[config.mk]
export PLATFORM = sky130hd
export DESIGN_NAME = pipe_addsub_flat
export DESIGN_NICKNAME = d
export VERILOG_FILES = /design/src/rtl/pipe_addsub_if.sv /design/src/rtl/pipe_addsub.sv /design/src/flat_wrapper.sv
export SDC_FILE = /design/constraint.sdc
export NUM_CORES = 1
export LEC_CHECK = 0
export CORE_MARGIN = 1
export CORE_UTILIZATION = 45
export DETAILED_ROUTE_END_ITERATION = 6
export PLACE_DENSITY = 0.65
export SYNTH_ARGS = -nofsm -noshare
export SYNTH_HDL_FRONTEND = slang
export SYNTH_SLANG_ARGS = --single-unit
[constraint.sdc]
create_clock -name clk -period 4.2 [get_ports clk]
set_input_delay 0.84 -clock clk [delete_from_list [all_inputs] [get_ports clk]]
set_output_delay 0.84 -clock clk [all_outputs]
set_load 0.05 [all_outputs]
[src/rtl/pipe_addsub_if.sv]
// Operand/result handshake bundle for pipe_addsub.
// The producer/consumer side uses master; the adder uses slave.
interface pipe_addsub_if #(
  parameter int unsigned WIDTH = 16
);
  logic             in_valid;
  logic             in_ready;
  logic [WIDTH-1:0] p;
  logic [WIDTH-1:0] q;
  logic             cin;
  logic             sub;
  logic             out_valid;
  logic             out_ready;
  logic [WIDTH-1:0] r;
  logic             carry;
  logic             ovf;

  modport master (
    output in_valid, p, q, cin, sub, out_ready,
    input  in_ready, out_valid, r, carry, ovf
  );

  modport slave (
    input  in_valid, p, q, cin, sub, out_ready,
    output in_ready, out_valid, r, carry, ovf
  );
endinterface

[src/rtl/pipe_addsub.sv]
// Pipelined ripple-carry adder/subtractor: one CHUNK-bit slice per stage,
// valid/ready handshake with a global stall that freezes every stage.
module pipe_addsub #(
  parameter int unsigned WIDTH = 16,
  parameter int unsigned CHUNK = 4
) (
  input logic          clk,
  input logic          rst_n,
  pipe_addsub_if.slave bus
);
  localparam int unsigned STAGES = WIDTH / CHUNK;
  localparam int unsigned CW     = CHUNK + 1;

  logic stall_c;
  logic ovf_q;

  assign stall_c      = bus.out_valid & ~bus.out_ready;
  assign bus.in_ready = ~stall_c;

  for (genvar k = 0; k < STAGES; k++) begin : g_st
    localparam int unsigned LO = k * CHUNK;
    localparam int unsigned HI = LO + CHUNK;

    // a_in_c/b_in_c hold the operand bits not yet consumed, slice k at the bottom
    logic [WIDTH-LO-1:0] a_in_c;
    logic [WIDTH-LO-1:0] b_in_c;
    logic                ci_c;
    logic                valid_in_c;
    logic [CW-1:0]       sum_c;
    logic [HI-1:0]       res_d;
    logic [HI-1:0]       res_q;
    logic                carry_q;
    logic                valid_q;

    if (k == 0) begin : g_head
      // q is inverted here so the slice adders never see sub
      assign a_in_c     = bus.p;
      assign b_in_c     = bus.sub ? ~bus.q : bus.q;
      assign ci_c       = bus.sub | bus.cin;
      assign valid_in_c = bus.in_valid;
      assign res_d      = sum_c[CHUNK-1:0];
    end else begin : g_body
      assign a_in_c     = g_st[k-1].g_fwd.a_q;
      assign b_in_c     = g_st[k-1].g_fwd.b_q;
      assign ci_c       = g_st[k-1].carry_q;
      assign valid_in_c = g_st[k-1].valid_q;
      assign res_d      = {sum_c[CHUNK-1:0], g_st[k-1].res_q};
    end

    assign sum_c = CW'(a_in_c[CHUNK-1:0]) + CW'(b_in_c[CHUNK-1:0]) + CW'(ci_c);

    always_ff @(posedge clk or negedge rst_n) begin
      if (!rst_n) begin
        valid_q <= 1'b0;
        carry_q <= 1'b0;
        res_q   <= '0;
      end else if (!stall_c) begin
        valid_q <= valid_in_c;
        carry_q <= sum_c[CHUNK];
        res_q   <= res_d;
      end
    end

    if (k < STAGES - 1) begin : g_fwd
      logic [WIDTH-HI-1:0] a_q;
      logic [WIDTH-HI-1:0] b_q;

      always_ff @(posedge clk or negedge rst_n) begin
        if (!rst_n) begin
          a_q <= '0;
          b_q <= '0;
        end else if (!stall_c) begin
          a_q <= a_in_c[WIDTH-LO-1:CHUNK];
          b_q <= b_in_c[WIDTH-LO-1:CHUNK];
        end
      end
    end

    if (k == STAGES - 1) begin : g_tail
      // carry into the MSB recovered from the MSB sum bit and its operands
      logic cmsb_c;
      assign cmsb_c = sum_c[CHUNK-1] ^ a_in_c[CHUNK-1] ^ b_in_c[CHUNK-1];

      always_ff @(posedge clk or negedge rst_n) begin
        if (!rst_n) begin
          ovf_q <= 1'b0;
        end else if (!stall_c) begin
          ovf_q <= sum_c[CHUNK] ^ cmsb_c;
        end
      end
    end
  end

  assign bus.out_valid = g_st[STAGES-1].valid_q;
  assign bus.r         = g_st[STAGES-1].res_q;
  assign bus.carry     = g_st[STAGES-1].carry_q;
  assign bus.ovf       = ovf_q;
endmodule

[src/flat_wrapper.sv]
// flat-port wrapper written by rule: the top's interface ports become plain ports
module pipe_addsub_flat 
#(
  parameter int unsigned WIDTH = 16,
  parameter int unsigned CHUNK = 4
)
  (clk, rst_n, bus_in_valid, bus_p, bus_q, bus_cin, bus_sub, bus_out_ready, bus_in_ready, bus_out_valid, bus_r, bus_carry, bus_ovf);
  pipe_addsub_if #(.WIDTH(WIDTH)) bus_i ();
  input logic clk;
  input logic rst_n;
  input wire logic [$bits(bus_i.in_valid)-1:0] bus_in_valid;
  input wire logic [$bits(bus_i.p)-1:0] bus_p;
  input wire logic [$bits(bus_i.q)-1:0] bus_q;
  input wire logic [$bits(bus_i.cin)-1:0] bus_cin;
  input wire logic [$bits(bus_i.sub)-1:0] bus_sub;
  input wire logic [$bits(bus_i.out_ready)-1:0] bus_out_ready;
  output wire logic [$bits(bus_i.in_ready)-1:0] bus_in_ready;
  output wire logic [$bits(bus_i.out_valid)-1:0] bus_out_valid;
  output wire logic [$bits(bus_i.r)-1:0] bus_r;
  output wire logic [$bits(bus_i.carry)-1:0] bus_carry;
  output wire logic [$bits(bus_i.ovf)-1:0] bus_ovf;
  assign bus_i.in_valid = bus_in_valid;
  assign bus_i.p = bus_p;
  assign bus_i.q = bus_q;
  assign bus_i.cin = bus_cin;
  assign bus_i.sub = bus_sub;
  assign bus_i.out_ready = bus_out_ready;
  assign bus_in_ready = bus_i.in_ready;
  assign bus_out_valid = bus_i.out_valid;
  assign bus_r = bus_i.r;
  assign bus_carry = bus_i.carry;
  assign bus_ovf = bus_i.ovf;
  pipe_addsub #(.WIDTH(WIDTH), .CHUNK(CHUNK)) u_core (.clk(clk), .rst_n(rst_n), .bus(bus_i));
endmodule
==> out/results.txt <==
fraction of the cycle the final worst path needs - 0.655
worst hold margin - 0.467 ns
drc violations - 0
number of synthesis warnings - 0
post-route antenna net violation count - 0
top-level I/O count - 58
number of core rows - 35
vias after detailed routing - 2965
sequential cell area fraction in the yosys report - 0.567
final global-route overflow total - 0
number of clock sinks seen by CTS - 97
peak clock frequency supported by timing - 0.363 GHz
Crit path arrival time - 2.97 ns
setup slack of the critical path after layout - 1.45 ns
Pins Over Slew Limit - 0
crit start category - primary input
standby leakage power - 2.51 nW
Required @ worst endpoint - 4.41 ns
slowest CP cell - clkdlybuf4s50_1
Worst Setup End Kind - flop
result of the run - complete, no violations
nets in the synthesized netlist - 518
number of design-rule violations left by the first detailed-router iteration - 153
final setup violation count - 0
CTS Buf Count - 9
synthesized area per cell - 9.31 um2
CTS tree - done
setup TNS - 0 ns
Layout area overhead - 19.5%
Layout Cell Area excl Fill - 0.00512 mm2
Pwr per Cell Area - 738 mW/mm2
Die Height - 99.6 um
Netlist Area Pre-Place - 0.00428 mm2
HPWL Detailed - 5080 um
number of hold-slack violations in the final timing report - 0
unique cell type count in the Yosys netlist - 30
vias in the first global route - 2937
aggregate global-route resource usage - 0.170
Die ar. - 0.00991 mm2
min Tclk post-route - 2.75 ns
clock-pin slew on the worst setup and hold paths - 0.09 ns
top library cells by usage in the layout, fill and taps aside - nand2_1, dfrtp_1, clkdlybuf4s50_1
later-pin clock latency in the skew report - 0.36 ns
most frequent standard cell in the layout excluding fill and tap cells - nand2_1
reg2reg setup slack - 2.11 ns
WL final - 7690 um
Hold Buf Count CTS - 0
antenna violations before repair - 0
average detailed-routed wire length per instance - 12.0 um
clock buffer depth - 2
worst setup slack after placement - 1.04 ns
CTS resizes - 0
largest stage delay on the critical path - 0.48 ns
crit-path most repeated cell - fa_1
DR vias/cell - 4.62
GPL Wtd Cong - 0.754
Inserted Diodes - 0
fraction of final layout cells sized beyond drive strength 1 - 0.0487
Peak VDD IR - 0.000248 V
starting density of the core - 0.464
cell count after synthesis - 460
Critical Path, Cell by Cell - clkdlybuf4s50_1 > or2_2 > fa_1 > fa_1 > a21o_1 > a211oi_1 > a21oi_1
WS Path Type - in2reg
Die Width - 99.6 um
instance area at placement - 0.00495 mm2
worst min-delay path category - reg2reg
H-tree depth reported by CTS - 3
total of flip-flops plus latches after synthesis - 97
IO Port Bufs - 57
Final Skew - 0.0127 ns
maximum number of pins on one net before global-route repair - 104
first-pass GRT wire length - 13000 um
Max-Slew Margin vs Limit - 0.333
Post-CTS Setup Repair Bufs - 0
Detailed Routing Iterations Pass 1 - 4
setup repair after global routing missed its margin - false
clock root buffer - clkbuf_8
transition at the pin with the smallest max-transition slack - 1.00 ns
maximum fanout count along the critical path - 3
number of maximum-capacitance constraint violations - 0
area of the core - 0.00924 mm2
Total Nets Final - 567
-- per-layer routing --
metal / track usage / vias up / part of all wire / wire, um
met2: 0.287 / 51 / 0.47 / 3590
met3: 0.0344 / 11 / 0.031 / 235
met5: 0 / - / 0 / 0
met1: 0.214 / 1376 / 0.49 / 3730
met4: 0.0679 / 0 / 0.017 / 129
li1: - / 1527 / - / -
-- registers in the layout (all words and copies together) (netlist names) --
name,count
u_core.g_st.res_q,24
u_core.g_st.g_fwd.b_q,24
u_core.bus.out_valid,1
u_core.bus.r,16
u_core.bus.ovf,1
u_core.g_st.carry_q,3
u_core.bus.carry,1
u_core.g_st.g_fwd.a_q,24
u_core.g_st.valid_q,3
-- final timing paths --
| check | to | cells past startpoint | start |
|---|---|---|---|
| min in group asynchronous | u_core.g_st[0].g_fwd.a_q[0] | 1 | rst_n |
| setup / recovery | u_core.g_st[0].carry_q | 7 | bus_sub |
| hold / removal | u_core.bus.r[8] | 2 | u_core.bus.r[8] |
| hold reg to reg | u_core.bus.r[8] | 2 | u_core.bus.r[8] |
| setup reg to reg | u_core.bus.ovf | 6 | u_core.g_st[2].g_fwd.b_q[0] |
| max in group asynchronous | u_core.g_st[0].g_fwd.a_q[4] | 2 | rst_n |
-- stage by stage --
stage | util | std cells | power (mW)
after floorplan | - | 460 | 2.78
after global placement | 0.536 | 627 | 3.22
after detailed placement | 0.536 | 627 | 3.29
after CTS | 0.554 | 642 | 3.81
after global routing | 0.554 | 642 | 4.08
final | 0.554 | 642 | 3.78
-- cell families (layout without fill, tap and decap cells) --
logic type	count (synthesis)	in the layout	synth area share
and+or+nand+nor	238	238	0.216
AOI/OAI and AO/OA	49	49	0.0669
xor gates and xnor gates	21	21	0.0429
adders and majority gates	20	20	0.0724
buffers and inverters	35	88	0.0353
DFF	97	97	0.567
-- power breakdown --
part           switching [mW]  internal, mW  leakage (nW)
combinational            1.03         0.641          1.27
clock                   0.309         0.213        0.0716
sequential              0.235          1.35          1.17
total                    1.57          2.20          2.51
-- cell usage after synthesis, drive strengths merged --
cell type | instances | area (um2)
nand2 | 218 | 818
dfrtp | 97 | 2430
o21ai | 27 | 135
buf | 14 | 72.6
ha | 12 | 150
inv | 12 | 45.0
xnor2 | 12 | 105
a21oi | 10 | 50.1
clkbuf | 9 | 33.8
nor2 | 9 | 33.8
xor2 | 9 | 78.8
fa | 8 | 160
nor2b | 4 | 25.0
a211oi | 3 | 27.5
a21o | 3 | 22.5
nand3 | 2 | 10.0
o31ai | 2 | 20.0
a21boi | 1 | 7.51
a31oi | 1 | 6.26
and3 | 1 | 6.26
nand2b | 1 | 6.26
nor3b | 1 | 7.51
o211a | 1 | 10.0
o21bai | 1 | 7.51
or2 | 1 | 6.26
or3b | 1 | 11.3
-- critical path: cells and delay by family --
kind | cells | cell delay, ns
AND/OR/NAND/NOR | 1 | 0.34
AO/OA/AOI/OAI | 3 | 0.47
adder cells (fa/ha/maj) | 2 | 0.85
buffers and inverters | 1 | 0.48
-- cell type report --
| class | instances | area, um2 |
|---|---|---|
| fill | 845 | 4120 |
| clock inverter | 4 | 31.3 |
| tap | 129 | 161 |
| timing repair buffer | 61 | 608 |
| clock buffer | 11 | 131 |
| inverter | 12 | 45.0 |
| sequential | 97 | 2430 |
| multi-input combinational | 328 | 1710 |
(Power assumes the default switching activity.)
==> RTL change: new RTL, same flow settings <==
`CHUNK` is set to 4 in 2 places; all go to 2.
--- a/src/rtl/pipe_addsub.sv
+++ b/src/rtl/pipe_addsub.sv
@@ -4,3 +4,3 @@
   parameter int unsigned WIDTH = 16,
-  parameter int unsigned CHUNK = 4
+  parameter int unsigned CHUNK = 2
 ) (
--- a/src/flat_wrapper.sv
+++ b/src/flat_wrapper.sv
@@ -4,3 +4,3 @@
   parameter int unsigned WIDTH = 16,
-  parameter int unsigned CHUNK = 4
+  parameter int unsigned CHUNK = 2
 )
Behaviour: not the same (a bounded check fails within 10 cycles, from zero or initial values and one cycle with rst_n low).
==> RTL change against the unedited design <==
The flow now finishes with violations (design-rule violations); wire length increased by 63%; cell area increased by 93%; clock power increased to 3.8 times the old value; sequential cell count increased by 104; largest power group is now sequential cells; highest routed layer unchanged; synthesized cell count increased by 24%; synthesized area increased by 96%; power increased by 120%; worst setup slack improved by 230 ps; sequential share of layout area increased by 3.6 points; die area increased by 94%; critical path depth decreased by 1; sequential power increased by 110%; global-route usage decreased by 3.4 points.
==> RTL change: results (changes against the unedited design) <==
| Metric | Value |
|---|---|
| Global-route usage over all layers | `0.136 (-0.0335)` |
| Top fanout value on the critical path | `9 (+6)` |
| M1 wire length | `6430 µm (+72%)` |
| Number of clock buffers inserted by TritonCTS | `22 (+13)` |
| Multi-input gate area | `0.00298 mm² (+74%)` |
| Lkg Pwr | `4.57 nW (+82%)` |
| Clock edge transition at the registers on the reported setup and hold paths | `60 ps (-30 ps)` |
| Post-detailed-route DRC marker count | `9 (+9)` |
| Fraction of the mapped netlist area in compound gates | `0.0381 (-0.0288)` |
| Outcome | `finished with violations` |
| Average detailed-routed wire length per instance | `14.4 µm (+20%)` |
| Fraction of layout cells with a size suffix above 1 | `0.279 (+0.230)` |
| HPWL Detailed | `7780 µm (+53%)` |
| Number of global-route vias before repair | `4278 (+46%)` |
| Routed wl met2 | `5360 µm (+49%)` |
| Number of buffers on the longest clock path | `3 (+1)` |
| Worst-skew pair later-pin latency | `480 ps (+120 ps)` |
| Library cell used as clock root buffer | `clkbuf_16` |
| Post-route clock skew | `12.7 ps (+0.0359 ps)` |
| Sequential-to-total area share from yosys stat | `0.599 (+0.0320)` |
| Fraction of synthesized cell area in xor and xnor cells | `0.0198 (-0.0231)` |
| Total buffers and inverters traversed by the critical path | `2 (+1)` |
| Dominant cells by area after synthesis | `dfrtp_1 60%, mux2_4 18%, mux2_2 4.8%` |
| 1st-iter DRT viols | `256 (+67%)` |
| Violated checks | `design-rule violations` |
==> RTL change: changes by cell type after synthesis, sizes merged, moves of 6 or more <==
cell / change
a21oi: +25
buf: +13
dfrtp: +104
fa: +8
ha: -12
inv: +25
mux2: +136
nand2: -189
nor2: +27
xor2: -6
==> RTL change: logic make-up after synthesis <==
logic type	Yosys count
multiplexers	136
adder cells (fa/ha/maj)	16
XOR/XNOR	19
flip-flops	201
AND/OR/NAND/NOR	67
AO/OA/AOI/OAI	64
buffers and inverters	69
==> RTL change: metrics by stage <==
stage | instances | setup slack [ps]
after detailed placement | 831 | 1170
final | 871 | 1680
after global routing | 871 | 1570
after floorplan | 572 | 1630
after global placement | 831 | 1220
after CTS | 871 | 1660
==> RTL change: worst paths after layout <==
check | start | end | slack, ps | depth (start not counted)
min in group clk | u_core.g_st[6].valid_q$_DFFE_PN0N_ | u_core.bus.out_valid$_DFFE_PN0N_ | 460 | 1
setup / recovery | bus_sub | u_core.g_st[0].res_q[1]$_DFFE_PN0N_ | 1680 | 6
hold reg to reg | u_core.g_st[6].valid_q$_DFFE_PN0N_ | u_core.bus.out_valid$_DFFE_PN0N_ | 460 | 1
max in group asynchronous | rst_n | u_core.g_st[4].res_q[9]$_DFFE_PN0N_ | 2780 | 2
hold / removal | rst_n | u_core.g_st[0].g_fwd.a_q[13]$_DFFE_PN0N_ | 460 | 1
setup reg to reg | u_core.g_st[6].g_fwd.b_q[0]$_DFFE_PN0N_ | u_core.bus.ovf$_DFFE_PN0N_ | 2310 | 6
==> RTL change: final cells by class <==
type | count | area share
Sequential cell | 201 | 0.510
Timing Repair Buffer | 62 | 0.0669
Tap cell | 229 | 0.0291
Inverter | 37 | 0.0141
Multi-Input combinational cell | 302 | 0.302
Clock buffer | 35 | 0.0701
Clock inverter | 5 | 0.00762
==> RTL change: worst register-to-register path: cells and delay by family, from the launching register on <==
kind,cells,cell delay (ps)
flops,1,320
xor+xnor,2,280
buf+inv,1,70
fa+ha+maj,2,980
compound gates,1,80
==> RTL change: per-layer routing <==
| layer | GRT usage | vias up |
|---|---|---|
| met2 | 0.197 | 67 |
| met1 | 0.208 | 2027 |
| met4 | 0.0415 | 0 |
| li1 | - | 2012 |
| met5 | 0 | - |
| met3 | 0.0256 | 17 |
==> RTL change: power by group through the flow <==
stage | registers, mW | clock network (mW) | logic (mW)
3_3_place_gp | 3.35 | 0 | 2.80
6_report | 3.36 | 1.96 | 2.87
2_1_floorplan | 3.55 | 0 | 2.03
5_1_grt | 3.47 | 2.09 | 3.14
3_5_place_dp | 3.40 | 0 | 2.88
4_1_cts | 3.37 | 2.01 | 2.91
